--- config.mk ---
export PLATFORM = sky130hd
export DESIGN_NAME = max_unpooling
export DESIGN_NICKNAME = d
export VERILOG_FILES = /design/src/rtl/max_unpooling.sv
export SDC_FILE = /design/constraint.sdc
export NUM_CORES = 1
export LEC_CHECK = 0
export ABC_CLOCK_PERIOD_IN_PS = 10000
export CORE_MARGIN = 2
export CORE_UTILIZATION = 45
export DETAILED_ROUTE_END_ITERATION = 8
export PLACE_DENSITY = 0.67
export SKIP_LAST_GASP = 1
export SLEW_MARGIN = 20
export SYNTH_ARGS = -nofsm -noshare
export SYNTH_HDL_FRONTEND = slang
export SYNTH_SLANG_ARGS = --single-unit
export TNS_END_PERCENT = 100
--- constraint.sdc ---
create_clock -name CLK -period 10 [get_ports CLK]
set_input_delay 2 -clock CLK [delete_from_list [all_inputs] [get_ports CLK]]
set_output_delay 2 -clock CLK [all_outputs]
set_load 0.02 [all_outputs]
--- src/rtl/max_unpooling.sv ---
// 2x nearest-neighbour upsampler: each pooled pixel is emitted twice per row,
// and each row is replayed from a line buffer to double the height.
module max_unpooling #(
    parameter int unsigned DATA_WIDTH = 32,
    parameter int unsigned IMG_WIDTH  = 32,
    parameter int unsigned IMG_HEIGHT = 32
) (
    input  logic                  CLK,
    input  logic                  RST_N,
    input  logic [DATA_WIDTH-1:0] DATA_IN,
    input  logic                  data_valid_in,
    output logic                  din_ready,
    output logic [DATA_WIDTH-1:0] DATA_OUT,
    output logic                  data_valid_out,
    input  logic                  dout_ready,
    output logic                  frame_done
);

    localparam int unsigned OW = IMG_WIDTH / 2;
    localparam int unsigned OH = IMG_HEIGHT / 2;
    localparam int unsigned CW = (OW > 1) ? $clog2(OW) : 1;
    localparam int unsigned RW = (OH > 1) ? $clog2(OH) : 1;

    typedef enum logic {
        PASS0,
        PASS1
    } state_t;

    state_t                state;
    logic [CW-1:0]         col;
    logic [RW-1:0]         row;
    logic                  phase;
    logic [DATA_WIDTH-1:0] line_buf [OW];

    logic slot_free;
    logic accept;
    logic last_col;
    logic last_row;

    assign slot_free = !data_valid_out || dout_ready;
    assign din_ready = RST_N && (state == PASS0) && !phase && slot_free;
    assign accept    = data_valid_in && din_ready;
    assign last_col  = (col == CW'(OW - 1));
    assign last_row  = (row == RW'(OH - 1));

    // Row buffer holds the live row for its replay; contents need no reset.
    always_ff @(posedge CLK) begin
        if (accept) begin
            line_buf[col] <= DATA_IN;
        end
    end

    // Pass sequencer: live pass with pixel doubling, then buffered replay.
    always_ff @(posedge CLK or negedge RST_N) begin
        if (!RST_N) begin
            state          <= PASS0;
            col            <= '0;
            row            <= '0;
            phase          <= 1'b0;
            DATA_OUT       <= '0;
            data_valid_out <= 1'b0;
            frame_done     <= 1'b0;
        end else begin
            frame_done <= 1'b0;
            if (slot_free) begin
                case (state)
                    PASS0: begin
                        if (!phase) begin
                            if (data_valid_in) begin
                                DATA_OUT       <= DATA_IN;
                                data_valid_out <= 1'b1;
                                phase          <= 1'b1;
                            end else begin
                                data_valid_out <= 1'b0;
                            end
                        end else begin
                            data_valid_out <= 1'b1;
                            phase          <= 1'b0;
                            if (last_col) begin
                                col   <= '0;
                                state <= PASS1;
                            end else begin
                                col <= col + CW'(1);
                            end
                        end
                    end
                    PASS1: begin
                        DATA_OUT       <= line_buf[col];
                        data_valid_out <= 1'b1;
                        phase          <= !phase;
                        if (phase) begin
                            if (last_col) begin
                                col   <= '0;
                                state <= PASS0;
                                if (last_row) begin
                                    row        <= '0;
                                    frame_done <= 1'b1;
                                end else begin
                                    row <= row + RW'(1);
                                end
                            end else begin
                                col <= col + CW'(1);
                            end
                        end
                    end
                    default: state <= PASS0;
                endcase
            end
        end
    end

endmodule

==> Word-level counts from Yosys, hierarchy flattened <==
Memory sizes are Yosys's and may differ from the RTL's.
Cells that the tools add are included.
W data, S select, Z words.
{ "totals": {"register_bits": 44, "mem_bits_rw": 512, "out_inout_bits": 35, "word_cells": 48, "n_memories": 1} }
{ "mem_list": {"columns": ["memory", "depth", "word_bits", "rd", "rd_clocked_by_memory_dff", "write_ports", "line", "rtl"], "rows": [
  ["line_buf", 16, 32, 1, 0, 1, "33", "logic [DATA_WIDTH-1:0] line_buf [OW];"]
]} }
{ "op_classes": {"add_sub_neg": 2, "eq_ne": 4, "n_mux": 23, "bitwise": 1, "reduce_logical": 10} }
{ "ops": {"columns": ["op", "count"], "rows": [
  ["$mux W32", 2],
  ["$pmux W32 S2", 1],
  ["$mux W1", 14],
  ["$mux W4", 3],
  ["$add A4 B1 Y4 const B", 2],
  ["$eq A4 B4 Y1 const B", 2],
  ["$pmux W1 S2", 3],
  ["$logic_and A1 B1 Y1", 4],
  ["$ne A2 B2 Y1 const B", 2],
  ["$reduce_and A4 Y1", 1],
  ["$reduce_and A3 Y1", 1],
  ["$logic_not A1 Y1", 2],
  ["$reduce_and A2 Y1", 1],
  ["$logic_or A1 B1 Y1", 1],
  ["$not A1 Y1", 1]
]} }

==> Longest topological paths before layout <==
{ "logic_depth": {"depth_word": 7, "mapped_depth": 7} }

==> Worst setup path before layout <==
Ideal clock, no wire load.
{ "synth_timing": {"path_kind": "input -> register", "from": "input dout_ready", "to": "memory line_buf[0][0] (enable)", "t_arrival_ns": 4.749, "t_required_ns": 9.539, "slack_ns": 4.790, "cell_stages": 4, "n_path_buf": 0, "path_cell_list": "nor2b_1 nor3_1 nand2_1 nor3_1"} }
{ "synth_via": {"elab_chain_len": 5} }
{ "synth_rtl": {"columns": ["element", "line", "rtl"], "rows": [
  ["start: declaration", "15", "input logic dout_ready,"],
  ["$logic_or A1 B1 Y1", "40", "assign slot_free = !data_valid_out || dout_ready;"],
  ["$logic_and A1 B1 Y1", "41", "assign din_ready = RST_N && (state == PASS0) && !phase && slot_free;"],
  ["$logic_and A1 B1 Y1", "42", "assign accept = data_valid_in && din_ready;"],
  ["$mux W1", "48", "if (accept) begin"],
  ["$mux W1 (not written as such)", "49", "line_buf[col] <= DATA_IN;"],
  ["end: declaration", "33", null]
]} }
No other way between the ends.

==> Worst setup path in the final report <==
{ "layout_timing": {"from": "input RST_N", "to": "output din_ready"} }
{ "layout_via": {"elab_chain_len": 3} }
{ "layout_rtl": {"columns": ["element", "line", "rtl"], "rows": [
  ["start: declaration", "9", "input logic RST_N,"],
  ["$logic_and A1 B1 Y1 (3 in a row)", "41", null],
  ["end: declaration", "12", "output logic din_ready,"]
]} }
No other way between the ends.

==> metrics.cfg <==
[synth]
post_synth.cell_area_avg_sq_um=19.1
synthCells=1126
yosysSeqAreaShare_pct=76.5
synth_area_leader_cell=edfxtp_1
synthesis.area_sq_mm=0.0215
ys_seq_elements=556
ys_warn_count=0
synth_edf_count=512
synth.area.top_cells=edfxtp_1 71%, mux4_2 6.7%, mux2i_1 5.9%
synth_top_area_share_pct=71.4
yosysUniqueCellTypes=39
synth-async-reset-ratio_pct=7.91
synthFlopType=edfxtp_1
synthesis.nets=1167

[pwr]
p_total_mw=6.39
clkPwrFrac_pct=31.4
power_frac_comb_pct=24.5
sw_frac_of_total_pct=29.3
ir_drop_v=0.000219
cellLeakagePower_nw=8.27
powerDensity_mw_per_mm2=256
intPower_mw=4.52
seqPwrFrac_pct=44.1
power_switching_mw=1.87

[floorplan]
die_y_um=223
core_area_sq_mm=0.0474
rows=80
start_util_pct=45.4
die_w_um=223
ios=71
dieArea_sq_mm=0.0496

[global_route]
antenna_found_initial=0
track_usage_pct=18.7
first_global_vias=11000
grt_start_max_net_pins=132
grt_overflow=0
grt_pass1_wl_um=68800

[cells_and_area]
final_common_cell=edfxtp_1
final_cells=1886
fin_nets=1264
post-route-util_pct=52.6
diodes=0
area.growth.synth_to_final_pct=15.8
final_area_sq_mm=0.0249
layout_common_cells=512 x edfxtp_1, 128 x mux2i_1, 69 x clkdlybuf4s50_1, 64 x mux4_2, 63 x a22oi_1
drive_gt1_share_pct=16.4

[sta]
period_share_pct=56.7
post-route-min-period_ns=5.67
rsz0062_at_grt=false
holdWs_ns=0.488
hold_violations=0
finalMaxSlewViolations=0
max_freq_mhz=176
finalWorstSetupSlack_ns=4.33
worstMarginPinSlew_ns=1.06
finalSetupViolCount=0
fin_skew_ns=0.0184
setup_tns_ns=0
max_slew_margin_pct=29.2

[worst_setup_path]
arrival_ns=3.67
critPathMaxFanout=46
crit_type=in -> out
r2r_cells=6
cp.required_ns=8.00
cp-end-kind=primary output
worstSetupStartpointType=primary input

[placed_design]
placedInstanceArea_sq_mm=0.0231
post-dp-hpwl_um=25600
post-place-ws_ns=4.28
gp_congestion=0.738
portBuffers=70
place_inst=1777

[clocking]
cts_sinks=556
post-cts-setup-buffers=0
cts_hold_buf=0
clk_latency_ns=0.60
cts_root_buf=clkbuf_16
clockBufferDepth=3
cts_tree=yes
cts_resized=0
ctsHtreeMaxLevel=2
clk_pin_slew_worst_paths_ns=0.06
cts_buffers=56

[detailed_routing]
drt-pass1-iter-count=5
via_count=10800
ant_nets=0
via_per_inst=5.75
wire_per_inst_um=24.4
drc=0
routed_wl_um=46100
drt_iter0_drc=864

[min_path]
whs_path_depth=2
min_path_type=reg -> reg

[outcome]
status=completed

[job]
drv_cap=0

synth_stat cells (2+ instances only):
library cell / number
o31ai_1: 3
dfrtp_1: 44
nor3b_1: 3
nor2b_1: 2
o221ai_1: 31
mux4_2: 64
nand2_1: 49
buf_4: 9
nor3_1: 8
buf_1: 4
nor2_1: 16
xnor2_1: 2
a21o_1: 3
a21oi_1: 2
buf_12: 2
o21ai_0: 4
nand2b_1: 34
nand4_1: 2
ha_1: 5
buf_2: 26
a22oi_1: 63
edfxtp_1: 512
nand3_1: 37
inv_1: 3
buf_6: 8
clkbuf_1: 20
o22ai_1: 31
mux2i_1: 128
cell type report:
| class | instances | area [sq um] |
|---|---|---|
| repair buffers | 108 | 1130 |
| flip-flops and latches | 556 | 16500 |
| multi-input cells | 498 | 4770 |
| clock buffers | 71 | 1510 |
| well taps | 615 | 769 |
| inverters | 3 | 11.3 |
| clock inverters | 35 | 262 |
| fillers | 3752 | 22500 |
critical path, cell delays in order:
cell             delay, ns
buf_2                 0.08
buf_4                 0.59
nor4b_1               0.33
clkdlybuf4s50_1       0.66
logic make-up after synthesis:
group	count (synthesis)	synth area share, %
AO/OA/AOI/OAI	139	4.78
flip-flops	556	76.5
buffers and inverters	72	1.99
multiplexers	193	12.7
XOR/XNOR	3	0.122
AND/OR/NAND/NOR	158	3.63
adder cells (fa/ha/maj)	5	0.290
metal layers:
metal,GRT usage [%],vias up,part of all wire (%)
li1,-,4782,-
met1,25.3,5635,42
met2,31.0,349,49
met3,3.21,75,6.1
met4,5.82,0,2.4
met5,0,-,0
power by group through the flow:
| stage | registers [mW] | clock network [mW] | logic (mW) |
|---|---|---|---|
| 3_5_place_dp | 2.87 | 0 | 1.58 |
| 2_1_floorplan | 2.84 | 0 | 1.11 |
| 6_report | 2.82 | 2.00 | 1.57 |
| 4_1_cts | 2.83 | 2.04 | 1.59 |
| 5_1_grt | 2.84 | 2.12 | 1.69 |
| 3_3_place_gp | 2.87 | 0 | 1.55 |
flip-flops by register name, indices dropped and copies added, names as in the netlist:
register,count
frame_done,1
row,4
col,4
data_valid_out,1
line_buf,512
phase,1
state,1
DATA_OUT,32
worst paths after layout:
kind | startpoint | endpoint | slack (ns)
max reg2reg | col[1] | line_buf[6][29] | 6.69
max in group asynchronous | RST_N | col[2] | 7.89
min in group asynchronous | RST_N | col[1] | 1.56
min reg2reg | DATA_OUT[17] | DATA_OUT[17] | 0.49
max | RST_N | din_ready | 4.33
min | DATA_OUT[17] | DATA_OUT[17] | 0.49
No activity file was read; power rests on OpenSTA's default activity.
